$ cat src/rtl/gpio_periph.sv
// GPIO peripheral: byte-wide register file over buttons, switches, LEDs and
// 7-segment digit nibbles, with debounced buttons, sticky button events and
// a masked level interrupt.
module gpio_periph #(
  parameter int ADDR_W    = 9,
  parameter int N_BTN     = 4,
  parameter int N_SW      = 16,
  parameter int N_LED     = 16,
  parameter int N_DIG     = 4,
  parameter int DB_CYCLES = 16
) (
  input  logic                 clk,
  input  logic                 reset,
  input  logic                 rw_select,
  input  logic [ADDR_W-1:0]    address,
  input  logic [7:0]           data_in,
  output logic [7:0]           data_out,
  input  logic [N_BTN-1:0]     buttons,
  input  logic [N_SW-1:0]      switches,
  output logic [N_LED-1:0]     leds,
  output logic [4*N_DIG-1:0]   digits,
  output logic                 irq
);

  localparam int               CNT_W   = (DB_CYCLES > 2) ? $clog2(DB_CYCLES) : 1;
  localparam logic [CNT_W-1:0] CNT_MAX = CNT_W'(DB_CYCLES - 1);

  localparam logic [3:0] OFF_BTN_STATE = 4'd0;
  localparam logic [3:0] OFF_BTN_EVENT = 4'd1;
  localparam logic [3:0] OFF_SW_LO     = 4'd2;
  localparam logic [3:0] OFF_SW_HI     = 4'd3;
  localparam logic [3:0] OFF_LED_LO    = 4'd4;
  localparam logic [3:0] OFF_LED_HI    = 4'd5;
  localparam logic [3:0] OFF_IRQ_MASK  = 4'd6;

  logic             sel;
  logic [3:0]       off;
  logic             wr;

  logic [N_BTN-1:0] btn_p0, btn_p1;
  logic [N_SW-1:0]  sw_p0, sw_p1;

  logic [N_BTN-1:0] btn_state, btn_event, irq_mask;
  logic [N_BTN-1:0] state_nxt, event_nxt, rise, clr;
  logic [CNT_W-1:0] db_cnt  [N_BTN];
  logic [CNT_W-1:0] cnt_nxt [N_BTN];

  logic [N_LED-1:0]   led_q, led_nxt;
  logic [15:0]        led_pad;
  logic [4*N_DIG-1:0] digits_q;
  logic [7:0]         rdata;

  assign sel = &address[ADDR_W-1:4];
  assign off = address[3:0];
  assign wr  = rw_select & sel;

  assign leds   = led_q;
  assign digits = digits_q;

  // Two-flop synchronizers for the asynchronous button and switch inputs
  always_ff @(posedge clk or negedge reset) begin
    if (!reset) begin
      btn_p0 <= '0;
      btn_p1 <= '0;
      sw_p0  <= '0;
      sw_p1  <= '0;
    end else begin
      btn_p0 <= buttons;
      btn_p1 <= btn_p0;
      sw_p0  <= switches;
      sw_p1  <= sw_p0;
    end
  end

  // Debounce: count consecutive cycles where the synced input disagrees with the state
  always_comb begin
    state_nxt = btn_state;
    for (int i = 0; i < N_BTN; i++) begin
      cnt_nxt[i] = '0;
      if (btn_p1[i] != btn_state[i]) begin
        if (db_cnt[i] == CNT_MAX) state_nxt[i] = ~btn_state[i];
        else                      cnt_nxt[i]   = db_cnt[i] + CNT_W'(1);
      end
    end
  end

  // Event bits: rising edges set, W1C clears; a coincident set beats the clear
  always_comb begin
    rise      = state_nxt & ~btn_state;
    clr       = (wr && off == OFF_BTN_EVENT) ? data_in[N_BTN-1:0] : '0;
    event_nxt = (btn_event & ~clr) | rise;
  end

  // Button state, debounce counters and sticky events
  always_ff @(posedge clk or negedge reset) begin
    if (!reset) begin
      btn_state <= '0;
      btn_event <= '0;
      for (int i = 0; i < N_BTN; i++) db_cnt[i] <= '0;
    end else begin
      btn_state <= state_nxt;
      btn_event <= event_nxt;
      for (int i = 0; i < N_BTN; i++) db_cnt[i] <= cnt_nxt[i];
    end
  end

  // LED byte-lane merge for the write path
  always_comb begin
    led_pad = 16'(led_q);
    if (wr && off == OFF_LED_LO) led_pad[7:0]  = data_in;
    if (wr && off == OFF_LED_HI) led_pad[15:8] = data_in;
    led_nxt = led_pad[N_LED-1:0];
  end

  // Writable registers: LEDs, interrupt mask, digit nibbles
  always_ff @(posedge clk or negedge reset) begin
    if (!reset) begin
      led_q    <= '0;
      irq_mask <= '0;
      digits_q <= '0;
    end else begin
      led_q <= led_nxt;
      if (wr && off == OFF_IRQ_MASK) irq_mask <= data_in[N_BTN-1:0];
      for (int i = 0; i < N_DIG; i++) begin
        if (wr && off == 4'(8 + i)) digits_q[4*i +: 4] <= data_in[3:0];
      end
    end
  end

  // Read mux: anything unselected or unmapped reads as zero
  always_comb begin
    rdata = '0;
    if (sel) begin
      case (off)
        OFF_BTN_STATE: rdata = 8'(btn_state);
        OFF_BTN_EVENT: rdata = 8'(btn_event);
        OFF_SW_LO:     rdata = 8'(16'(sw_p1));
        OFF_SW_HI:     rdata = 8'(16'(sw_p1) >> 8);
        OFF_LED_LO:    rdata = 8'(16'(led_q));
        OFF_LED_HI:    rdata = 8'(16'(led_q) >> 8);
        OFF_IRQ_MASK:  rdata = 8'(irq_mask);
        default: begin
          for (int i = 0; i < N_DIG; i++) begin
            if (off == 4'(8 + i)) rdata = {4'b0000, digits_q[4*i +: 4]};
          end
        end
      endcase
    end
  end

  // Registered read data (held during writes) and level interrupt
  always_ff @(posedge clk or negedge reset) begin
    if (!reset) begin
      data_out <= '0;
      irq      <= 1'b0;
    end else begin
      if (!rw_select) data_out <= rdata;
      irq <= |(btn_event & irq_mask);
    end
  end

endmodule

$ cat config.mk
export PLATFORM = sky130hd
export DESIGN_NAME = gpio_periph
export DESIGN_NICKNAME = d
export VERILOG_FILES = /design/src/rtl/gpio_periph.sv
export SDC_FILE = /design/constraint.sdc
export NUM_CORES = 1
export LEC_CHECK = 0
export ABC_AREA = 0
export CAP_MARGIN = 40
export CORE_MARGIN = 4
export CORE_UTILIZATION = 55
export CTS_CLUSTER_SIZE = 24
export DETAILED_ROUTE_END_ITERATION = 7
export HOLD_SLACK_MARGIN = 0.15
export PLACE_DENSITY = 0.83
export SLEW_MARGIN = 20
export SYNTH_ARGS = -nofsm -noshare
export SYNTH_HDL_FRONTEND = slang
export SYNTH_SLANG_ARGS = --single-unit
$ cat constraint.sdc
create_clock -name clk -period 3 [get_ports clk]
set_input_delay 0.3 -clock clk [delete_from_list [all_inputs] [get_ports clk]]
set_output_delay 0.3 -clock clk [all_outputs]
set_load 0.01 [all_outputs]
# Yosys cells after proc, flatten, opt, wreduce, memory -nomap -nowiden
# Index checks and enable logic that the tools add are counted.
# classes
addsub	4
multipliers	0
div_mod_pow	0
magnitude_cmp	0
eq_ne	18
shift	0
muxes	23
bitwise_logic	11
n_reduce_logical	11
# op_table
operator	count
$pmux 8 s7	1
$mux 4	10
$eq 4x4->1 const B	8
$mux 8	4
$add 4x1->4 const B	4
$and 4x4->4	3
$eq 4x3->1 const B	3
$eq 4x2->1 const B	2
$logic_and 1x1->1	8
$mux 1	8
$not 4->4	2
$reduce_and 5->1	1
$eq 4x1->1 const B	1
$logic_not 4->1	1
$ne 1x1->1	4
$not 1->1	4
$or 4x4->4	1
$reduce_or 4->1	1
$and 1x1->1	1
# totals
regBits	109
latchBits	0
ram_bits	0
romBits	0
out_inout_bits	41
word_cells	86
memories	0

# Logic depth before layout (Yosys ltp)
# depth
depth_word	7
ltp_mapped	6

# Worst setup path before layout
# Ideal clock, no wire load.
# synth_path
path_type	input port to flip-flop
start	in address[0]
end	reg led_q[0] (netlist: leds[0])
arrival_ns	1.507
required_ns	2.875
path_slack_ns	1.368
path_stages	6
cell_sequence	buf_6 > or2_1 > buf_6 > or3_1 > buf_6 > mux2_4
# synth_between
elab_chain_cells	2
# synth_lines
item	line_no	text
start: declaration	15	input logic [ADDR_W-1:0] address,
$eq 4x3->1	110	if (wr && off == OFF_LED_LO) led_pad[7:0] = data_in;
$logic_and 1x1->1	110	
end signal: assignment	122	led_q <= led_nxt;
end: declaration	48	logic [N_LED-1:0] led_q, led_nxt;
# Every way passes these cells.
# A chain may end at the register's enable or synchronous reset.

# Final worst setup path
# layout_path
start	in address[0]
end	reg led_q[5] (netlist: leds[5])
# Same word-level chain as after synthesis.

==> summary.txt <==
Drt
  • Met1 Routed Length: 4070 µm
  • Routed Antenna Nets: 0
  • Vias after detailed routing: 3162
  • Drt via density: 5.79
  • DRC viols: 0
  • Uppermost layer routed: met4
  • WL per Instance: 18.2 µm
  • DRT iter0 DRCs: 228
  • DRT Pass-1 Iters: 5
  • WL met3: 657 µm
  • Metal2 WL: 5070 µm
  • Wirelength, routed: 9920 µm

Synth
  • Synth top area share: 0.612
  • Mapped Nets: 396
  • YS warnings: 0
  • Most common library cells after synthesis: 109 x dfrtp_1, 34 x mux2_2, 28 x o21ai_0, 26 x nand2_1, 20 x a21oi_1
  • Seq/Total Area, Yosys: 0.612
  • Top cell type by total area after synthesis: dfrtp_1
  • Ranking of synthesized cells by area: dfrtp_1 61%, mux2_2 8.6%, o21ai_0 3.1%
  • FFs w/ async S/R, synth: 1.00
  • Count leader, synth: dfrtp_1
  • #FFs+latches synth: 109
  • Post-Syn Instances: 352
  • Number of synthesized flops with an enable pin: 0
  • Post-synth top flop: dfrtp_1
  • Synth Cell Area: 0.00446 mm²
  • Netlist cell types: 37
  • Mean cell area of the mapped netlist: 12.7 µm²

Place
  • Post-DP HPWL: 7270 µm
  • Gpl congestion: 0.901
  • Port Buffers: 80

Clock tree
  • CTS clk-pin slew, worst paths: 0.11 ns
  • Max Root-Sink Buffers: 2
  • Clock Sink Count: 109
  • Htree depth: 3
  • CTS root buf: clkbuf_8
  • TritonCTS buffer count: 9
  • Worst skew pair latency: 0.37 ns
  • CTS tree: built
  • Post_cts resized: 0

Floorplan
  • Initial core utilization: 0.571
  • Core Region: 0.00781 mm²
  • IO Pins: 81
  • # rows: 32
  • DIE AREA: 0.00960 mm²
  • Die height: 98.0 µm
  • DIE WIDTH: 98.0 µm

Setup path
  • CP arrival: 2.33 ns
  • Worst path slowest cell: clkdlybuf4s50_1
  • Endpoint class of the critical path: flop
  • CP max stage delay: 0.63 ns
  • Crit start category: input pin
  • Worst Path Max Fanout: 12
  • Critical path class: in2reg
  • Worst Path Required: 3.26 ns
  • Crit-path cells: clkdlybuf4s50_1 -> or2_1 -> or3_1 -> mux2_4

STA
  • Slew Limit Fails: 0
  • Clock Skews: 0.0123 ns
  • TNS Setup: 0 ns
  • Worst slew pin tran: 0.569 ns
  • WHS: 0.350 ns
  • Fin. Hold Viols: 0
  • Final Critical Period: 2.07 ns
  • Final-report setup violation count: 0
  • RSZ-0062 raised after global routing: no
  • Final period util: 0.691
  • Worst rel slew slack: 0.621
  • Fmax: 482 MHz

Status
  • Status: finished, final reports clean

Power
  • Pleak: 2.43 nW
  • Power per cell area: 476 mW/mm²
  • VDD IR-drop max: 0.392 mV

Min path
  • Hold Path Class: in2reg

Final layout
  • Share of cells above drive strength 1: 0.164
  • Nets: 483
  • Area Growth Syn to Fin: 25.4%
  • Ant diodes: 0

Global route
  • Global-route wire length before repair: 16500 µm
  • Gr ovfl total: 0
  • Overall routing resource usage: 0.215
  • Largest net degree at the start of global routing: 66
  • Vias in the first global route: 3274
  • Initial antenna violation count: 0

Job
  • Max-Cap Viols: 0
## placed cells by master, fill, tap and decap left out, drive strengths merged, types with 9 or more instances in the layout
| cell | n |
|---|---|
| a31oi | 9 |
| nand2b | 11 |
| buf | 10 |
| o21ai | 28 |
| a21oi | 20 |
| clkdlybuf4s50 | 79 |
| nand2 | 26 |
| nor2 | 14 |
| clkbuf | 10 |
| mux2 | 42 |
| dfrtp | 109 |
## report_power, final
group	internal [W]	leakage (nW)	switching, W
combinational	0.000130	0.939	0.000127
clock	0.000322	0.0957	0.000519
sequential	0.00152	1.40	0.0000375
total	0.00198	2.43	0.000683
## final timing paths
| path | from | end | slack (ns) | depth (start not counted) |
|---|---|---|---|---|
| min reg2reg | sw_p0[8] | sw_p1[8] | 0.36 | 0 |
| max in group asynchronous | reset | db_cnt[3] | 1.80 | 3 |
| min in group asynchronous | reset | leds[15] | 0.47 | 2 |
| min | buttons[0] | btn_p0[0] | 0.35 | 1 |
| max reg2reg | db_cnt[0] | btn_state[3] | 1.71 | 3 |
| max | address[0] | leds[5] | 0.93 | 4 |
## critical path, delay by kind of cell
family        cells  cell delay [ns]
simple gates      2             1.00
buf+inv           1             0.63
mux               1             0.38
## timing repair
action | 4_1_cts | 5_1_grt
buffers inserted | 0 | 0
hold buffers | 1 | 0
hold endpoints to repair | 44 | 0
## cells by family after synthesis
group	count (synthesis)	share of synthesized area
DFF	109	0.612
and+or+nand+nor	85	0.104
AOI/OAI and AO/OA	76	0.103
muxes	50	0.131
buffers and inverters	20	0.0233
xor gates and xnor gates	8	0.0157
adders and majority gates	4	0.0112
## per-stage QoR
stage | util | area (µm²) | std cells | setup slack (ns) | total power, W
floorplan | - | 4460 | 352 | 1.37 | 0.00169
global placement | 0.689 | 5380 | 528 | 0.596 | 0.00183
detailed placement | 0.689 | 5380 | 528 | 0.592 | 0.00185
CTS | 0.715 | 5580 | 545 | 0.981 | 0.00268
global route | 0.716 | 5590 | 546 | 0.888 | 0.00277
finish | 0.716 | 5590 | 546 | 0.927 | 0.00266
## final cells by class
type,instances,area [µm²]
clock inverters,7,71.3
repair buffers,91,893
multi-input cells,223,1620
flip-flops and latches,109,2730
fillers,553,2220
inverters,5,18.8
well taps,102,128
clock buffers,9,124
## routing by layer
metal | GRT usage | vias to the layer above
met2 | 0.361 | 126
met1 | 0.275 | 1587
met4 | 0.0522 | 0
li1 | - | 1434
met5 | 0 | -
met3 | 0.0664 | 15
## sequential cells by signal, summed over array words and instances (netlist names)
signal / flops
btn_event: 4
btn_p0: 4
btn_p1: 4
btn_state: 4
data_out: 8
db_cnt: 16
digits: 16
irq: 1
irq_mask: 4
leds: 16
sw_p0: 16
sw_p1: 16
(Power assumes the default switching activity.)
